### src/rtl/layer_sequencer.sv
// layer_sequencer: time-multiplexes one combinational neuron across N_NEURONS neurons,
// feeding bias/weights from a local register file and streaming each result out.
module layer_sequencer #(
  parameter int N_NEURONS = 4,
  parameter int IDX_W     = (N_NEURONS > 1) ? $clog2(N_NEURONS) : 1
) (
  input  logic             clk,
  input  logic             rst_n,
  input  logic             cfg_we,
  input  logic [IDX_W-1:0] cfg_idx,
  input  logic [1:0]       cfg_field,
  input  logic [31:0]      cfg_wdata,
  output logic             cfg_err,
  input  logic             in_valid,
  output logic             in_ready,
  input  logic [31:0]      in_x1,
  input  logic [31:0]      in_x2,
  output logic [31:0]      nrn_b,
  output logic [31:0]      nrn_w1,
  output logic [31:0]      nrn_w2,
  output logic [31:0]      nrn_x1,
  output logic [31:0]      nrn_x2,
  input  logic [31:0]      nrn_out,
  output logic             out_valid,
  input  logic             out_ready,
  output logic [31:0]      out_data,
  output logic [IDX_W-1:0] out_idx,
  output logic             out_last,
  output logic             busy
);
  // state | meaning
  // IDLE  | waiting for an input sample; config writes allowed
  // DRIVE | operands for neuron idx on nrn_*, neuron output settling
  // EMIT  | result held on out_* until out_ready
  typedef enum logic [1:0] {IDLE, DRIVE, EMIT} state_t;

  state_t           state;
  logic [IDX_W-1:0] idx;
  logic [IDX_W-1:0] rd_sel;
  logic [31:0]      rf_b  [N_NEURONS];
  logic [31:0]      rf_w1 [N_NEURONS];
  logic [31:0]      rf_w2 [N_NEURONS];
  logic [31:0]      rd_b, rd_w1, rd_w2;
  logic             cfg_ok;

  assign busy   = (state != IDLE);
  assign cfg_ok = (state == IDLE) && (cfg_field != 2'd3) && (int'(cfg_idx) < N_NEURONS);
  // In IDLE the next pass starts at entry 0; in EMIT the next operands are idx+1.
  assign rd_sel = (state == IDLE) ? '0 : idx + IDX_W'(1);

  always_comb begin
    rd_b  = '0;
    rd_w1 = '0;
    rd_w2 = '0;
    for (int i = 0; i < N_NEURONS; i++) begin
      if (int'(rd_sel) == i) begin
        rd_b  = rf_b[i];
        rd_w1 = rf_w1[i];
        rd_w2 = rf_w2[i];
      end
    end
  end

  always_ff @(posedge clk) begin
    if (!rst_n) begin
      state     <= IDLE;
      idx       <= '0;
      in_ready  <= 1'b0;
      cfg_err   <= 1'b0;
      out_valid <= 1'b0;
      out_last  <= 1'b0;
      out_data  <= '0;
      out_idx   <= '0;
      nrn_b     <= '0;
      nrn_w1    <= '0;
      nrn_w2    <= '0;
      nrn_x1    <= '0;
      nrn_x2    <= '0;
      for (int i = 0; i < N_NEURONS; i++) begin
        rf_b[i]  <= '0;
        rf_w1[i] <= '0;
        rf_w2[i] <= '0;
      end
    end else begin
      cfg_err <= cfg_we && !cfg_ok;
      for (int i = 0; i < N_NEURONS; i++) begin
        if (cfg_we && cfg_ok && int'(cfg_idx) == i) begin
          case (cfg_field)
            2'd0:    rf_b[i]  <= cfg_wdata;
            2'd1:    rf_w1[i] <= cfg_wdata;
            2'd2:    rf_w2[i] <= cfg_wdata;
            default: ;
          endcase
        end
      end

      case (state)
        IDLE: begin
          in_ready <= 1'b1;
          if (in_valid && in_ready) begin
            nrn_x1   <= in_x1;
            nrn_x2   <= in_x2;
            nrn_b    <= rd_b;
            nrn_w1   <= rd_w1;
            nrn_w2   <= rd_w2;
            idx      <= '0;
            in_ready <= 1'b0;
            state    <= DRIVE;
          end
        end
        DRIVE: begin
          out_data  <= nrn_out;
          out_idx   <= idx;
          out_last  <= (int'(idx) == N_NEURONS - 1);
          out_valid <= 1'b1;
          state     <= EMIT;
        end
        EMIT: begin
          if (out_ready) begin
            out_valid <= 1'b0;
            if (out_last) begin
              in_ready <= 1'b1;
              state    <= IDLE;
            end else begin
              idx    <= rd_sel;
              nrn_b  <= rd_b;
              nrn_w1 <= rd_w1;
              nrn_w2 <= rd_w2;
              state  <= DRIVE;
            end
          end
        end
        default: state <= IDLE;
      endcase
    end
  end
endmodule

### config.mk
export PLATFORM = sky130hd
export DESIGN_NAME = layer_sequencer
export DESIGN_NICKNAME = d
export VERILOG_FILES = /design/src/rtl/layer_sequencer.sv
export SDC_FILE = /design/constraint.sdc
export NUM_CORES = 1
export LEC_CHECK = 0
export ABC_AREA = 1
export ABC_CLOCK_PERIOD_IN_PS = 2700
export BUFFER_PORTS_ARGS = -buffer_cell sky130_fd_sc_hd__buf_4
export CAP_MARGIN = 20
export CORE_MARGIN = 4
export CORE_UTILIZATION = 57
export CTS_CLUSTER_DIAMETER = 150
export DETAILED_ROUTE_END_ITERATION = 8
export GPL_TIMING_DRIVEN = 0
export MAX_ROUTING_LAYER = met4
export PLACE_DENSITY_LB_ADDON = 0.2
export SLEW_MARGIN = 20
export SYNTH_ARGS = -nofsm -noshare
export SYNTH_HDL_FRONTEND = slang
export SYNTH_SLANG_ARGS = --single-unit
### constraint.sdc
create_clock -name clk -period 2.7 [get_ports clk]
set_input_delay 0.135 -clock clk [delete_from_list [all_inputs] [get_ports clk]]
set_output_delay 0.135 -clock clk [all_outputs]
set_load 0.02 [all_outputs]
Word-level counts from Yosys, hierarchy flattened

Memory sizes are Yosys's and may differ from the RTL's.
Cells that the tools add are included.

Output and inout bits: 199
Bits in writable memories: 384
Memories kept: 3
Register bits after elaboration: 202
Word-level logic and storage cells: 157

Muxes and demuxes: 91
Bitwise operators: 12
Eq/ne operators: 16
Add/subtract/negate cells: 1
Reduce and logical (&&, ||, !) cells: 21

Memories:

| name  | words | width | read ports | clocked after memory_dff | wr ports | RTL line | text |
|---|---|---|---|---|---|---|---|
| rf_b  | 4     | 32    | 4          | 0                        | 4        | 40       | `logic [31:0] rf_b [N_NEURONS];` |
| rf_w1 | 4     | 32    | 4          | 0                        | 4        | 41       | `logic [31:0] rf_w1 [N_NEURONS];` |
| rf_w2 | 4     | 32    | 4          | 0                        | 4        | 42       | `logic [31:0] rf_w2 [N_NEURONS];` |

Operators by type and width:

| kind                  | count |
|---|---|
| $mux W32              | 33 |
| $pmux W32 S2          | 3 |
| $mux W1               | 45 |
| $eq A2 B2 Y1 const B  | 6 |
| $mux W2               | 6 |
| $or A1 B1 Y1          | 12 |
| $eq A2 B1 Y1 const B  | 5 |
| $logic_and A1 B1 Y1   | 8 |
| $logic_not A2 Y1      | 4 |
| $ne A2 B2 Y1 const B  | 4 |
| $pmux W2 S3           | 1 |
| $reduce_and A2 Y1     | 3 |
| $reduce_bool A2 Y1    | 3 |
| $pmux W1 S2           | 2 |
| $pmux W2 S2           | 1 |
| $reduce_and A4 Y1     | 1 |
| $reduce_and A3 Y1     | 1 |
| $add A2 B1 Y2 const B | 1 |
| $ne A2 B1 Y1 const B  | 1 |
| $logic_not A1 Y1      | 1 |

Logic depth before layout (Yosys ltp)

Depth after elaboration: 10
Mapped depth: 10

Worst setup path after synthesis

OpenSTA, ideal clock, no wires.

Path type: register -> register
Start: register state[1]
End: memory rf_w1[2][0] (enable)
Arrival time: 1785 ps
Stages on the path, launching flop included: 8
Setup time: 389 ps
Setup slack: 525 ps
Data required time: 2311 ps
Cell sequence: dfxtp_1 nor2_4 o21ai_1 nor2_2 nand2_2 nor2_4 nand2_1 nand2_1

RTL lines:

| what                   | RTL line | text |
|---|---|---|
| start, declared        | 37       | `state_t state;` |
| start signal, assigned | 66       | `state <= IDLE;` |
| start signal, assigned | 108      | `state <= DRIVE;` |
| start signal, assigned | 116      | `state <= EMIT;` |
| end, declared          | 41       |  |

Final worst setup path

Start: register idx[0]
End: register nrn_b[21]

Word-level cells in the longest chain between the ends: 10
Elaborated cells on any way between the ends: 14

Ends and longest elaborated chain:

| what                   | RTL line | text |
|---|---|---|
| start, declared        | 38       | `logic [IDX_W-1:0] idx;` |
| start signal, assigned | 125      | `idx <= rd_sel;` |
| $add A2 B1 Y2 (*)      | 49       | `assign rd_sel = (state == IDLE) ? '0 : idx + IDX_W'(1);` |
| $mux W2 (*)            | 49       |  |
| $logic_not A2 Y1       | 56       | `if (int'(rd_sel) == i) begin` |
| $mux W32 (3 in series) | 56       |  |
| $mux W32 (*)           | 56       |  |
| $mux W32               | 121      | `if (out_last) begin` |
| $mux W32               | 119      | `if (out_ready) begin` |
| $pmux W32 S2 (*)       | 97       | `case (state)` |
| end signal, assigned   | 103      | `nrn_b <= rd_b;` |
| end signal, assigned   | 126      | `nrn_b <= rd_b;` |
| end, declared          | 18       | `output logic [31:0] nrn_b,` |

Every way passes the cells marked *; elsewhere a longest branch is shown, timed or not. The select of a mux whose other input is x is not followed.
A chain may end at the register's enable or synchronous reset.

==> metrics.csv <==
stage;metric;value;unit
outcome;status;complete, no violations;
clock_network;CTS tree;built;
worst_hold_path;Hold Crit Class;in2reg;
setup_path;most numerous cell on the critical path;nor2_1;
setup_path;Data required, critical path;3.20;ns
timing;worst setup margin;0.102;ns
setup_path;Setup crit end kind;flop;
layout;fill count;2639;
global_routing;total track usage;34.2;%
clock_network;Inserted Clock Buffers;57;
timing;endpoints failing setup;0;
die;Core Region;40000;um^2
timing;RSZ-0062 raised after global routing;false;
timing;achievable frequency;0.385;GHz
die;I/O Pins;336;
synth;Yosys reg bits;586;
setup_path;Critical Path, Cell by Cell;ha_1 > nand3_1 > buf_2 > clkbuf_1 > o21ai_0 > nor2_1 > nor2_1;
timing;Tcrit/Tclk final;96.2;%
setup_path;Critical-path top delay cell;dfxtp_1;
global_routing;antenna violations before repair;1;
pwr;Tot Pwr;25.5;mW
synth;synth top area cells;edfxtp_1, dfxtp_1, nor2_1;
setup_path;path type of the worst setup path;reg2reg;
routing;wirelength, routed;76.2;mm
synth;Yosys warnings;0;
die;Rows;73;
placement;Port Buffer Count;334;
pwr;Worst VDD drop;0.668;mV
timing;Slew headroom;26.1;%
routing;Vias/cell;5.65;
timing;Final Hold Slack;0.177;ns
layout;commonest cells after routing, fill and taps aside;nor2_1, edfxtp_1, buf_4;
clock_network;postcts setup bufs;0;
clock_network;CTS Sinks;586;
clock_network;H-tree depth;2;
routing;routed len/inst;21.5;um
synth;dominant cell type by area after synthesis;edfxtp_1;
timing;Slew Limit Fails;0;
die;DIE AREA;44100;um^2
placement;Place WS;0.0253;ns
synth;top cell type's share of synthesized area;49.5;%
synth;Post-Syn Area;23300;um^2
layout;layout cells sized above 1;17.9;%
setup_path;Worst Path Max Fanout;10;
layout;Post-layout nets;3113;
routing;Antenna Nets Post-Route;0;
global_routing;maximum number of pins on one net before global-route repair;33;
pwr;Leak Pwr;12.7;nW
placement;RePlAce Congestion;0.954;
clock_network;Clk Latency, worst-skew pair;0.62;ns
global_routing;vias in the first global route;19500;
routing;routed via count;20000;
routing;Pre-Repair DR Iteration Count;6;
setup_path;Worst setup SP type;flop;
setup_path;Critical Path AT;3.09;ns
global_routing;grt total ovfl;0;
synth;Synth cell types;24;
setup_path;CP top delay family;buffers and inverters;
synth;net count after synthesis;2579;
routing;DRT iter0 DRCs;2537;
die;Die Y;210;um
die;initial core utilization;58.2;%
setup_path;Worst Path Buf+Inv;2;
global_routing;first-pass GRT wire length;113;mm
layout;fin util;75.0;%
routing;Residual DRC;0;
placement;DP Wirelength;51.4;mm
synth;synthesized area per cell;9.53;um^2
timing;Slew @ Worst Pin;1.11;ns
timing;Fin. Hold Viols;0;
clock_network;clk buf depth;3;
timing;Worst Skew;0.0159;ns
die;Die W;210;um
setup_path;CP peak stage delay;0.46;ns
job;max cap viols;0;
layout;commonest non-fill, non-tap cell in the layout;nor2_1;
timing;Min Clock Period, post-route;2.60;ns
clock_network;clk slew on worst S/H paths;0.06;ns
layout;Area Overhead vs Synth;28.9;%
synth;cell count after synthesis;2441;
clock_network;CTS root buffer;clkbuf_16;
synth;sequential area share after synthesis;66.9;%
pwr;power density over the cells;849;nW/um^2
-- kinds of logic after synthesis --
family	Yosys count	share of synthesized area [%]
buffers and inverters	318	5.51
AND/OR/NAND/NOR	1243	21.2
adder cells (fa/ha/maj)	1	0.0538
AO/OA/AOI/OAI	293	6.32
flip-flops	586	66.9
-- area by class of cell --
class	count	area, um^2	area share [%]
Antenna cell	2	5.00	0.0167
Buffer	175	749	2.50
Clock buffer	86	1740	5.81
Clock inverter	22	210	0.701
Inverter	142	533	1.78
Multi-Input combinational cell	1537	6460	21.5
Sequential cell	586	15600	51.9
Tap cell	525	657	2.19
Timing Repair Buffer	476	4060	13.5
-- worst paths after layout --
path	from	endpoint	slack [ns]	cells past startpoint
worst max-delay path	idx[0]	nrn_b[21]	0.10	7
worst min-delay path	rst_n	rf_w1[0][0]	0.18	3
worst max register to register	idx[0]	nrn_b[21]	0.10	7
worst min register to register	nrn_w2[29]	nrn_w2[29]	0.47	2
-- layer usage --
metal | GRT usage, % | routed length (um) | vias up
met4 | 16.3 | 3740 | 0
met3 | 5.89 | 7220 | 254
met1 | 40.9 | 27600 | 9513
met2 | 56.9 | 37700 | 1269
met5 | - | 0 | -
li1 | - | - | 9013
-- state kept, by name, indices dropped and copies added, names as in the netlist, 2 cells and up --
| register | cells |
|---|---|
| nrn_w1 | 32 |
| out_idx | 2 |
| rf_w2 | 128 |
| out_data | 32 |
| idx | 2 |
| nrn_x1 | 32 |
| rf_w1 | 128 |
| nrn_w2 | 32 |
| nrn_x2 | 32 |
| nrn_b | 32 |
| state | 2 |
| rf_b | 128 |
-- cell usage after synthesis --
cell type    n
ha_1         1
o21ai_1     10
inv_1      133
nand2_1    319
nor2_4       6
buf_4        2
clkbuf_1   105
nor3_2       1
nor2_2       2
a21oi_1     15
o21ai_0    266
dfxtp_1    202
nand3_2      5
nand3_1    117
buf_1        4
nand4_1      9
a211oi_1     1
nor2_1     780
clkinv_1     2
inv_2        7
nand2_2      4
o21a_1       1
edfxtp_1   384
buf_2       65
-- stage by stage --
step	instance area (um^2)	std cells	TNS (ns)
floorplan	23300	2441	0
global placement	26400	3300	-99.01
detailed placement	26700	3311	0
CTS	30000	3550	0
global route	30000	3550	0
finish	30000	3551	0
-- worst reg2reg max path, stage by stage (launching register included) --
cell      delay, ns
dfxtp_1        0.46
ha_1           0.40
nand3_1        0.33
buf_2          0.43
clkbuf_1       0.38
o21ai_0        0.13
nor2_1         0.29
nor2_1         0.07
-- where the power goes --
part	switching, mW	internal (mW)
Clock	3.43	4.84
Sequential	0.494	10.5
Combinational	4.13	2.11
-- repair_timing --
item,in CTS,in global routing
endpoints found under the setup margin,0,35
hold endpoints to repair,163,0
hold buffers,131,0
gates resized for setup,0,8
(Power assumes the default switching activity.)
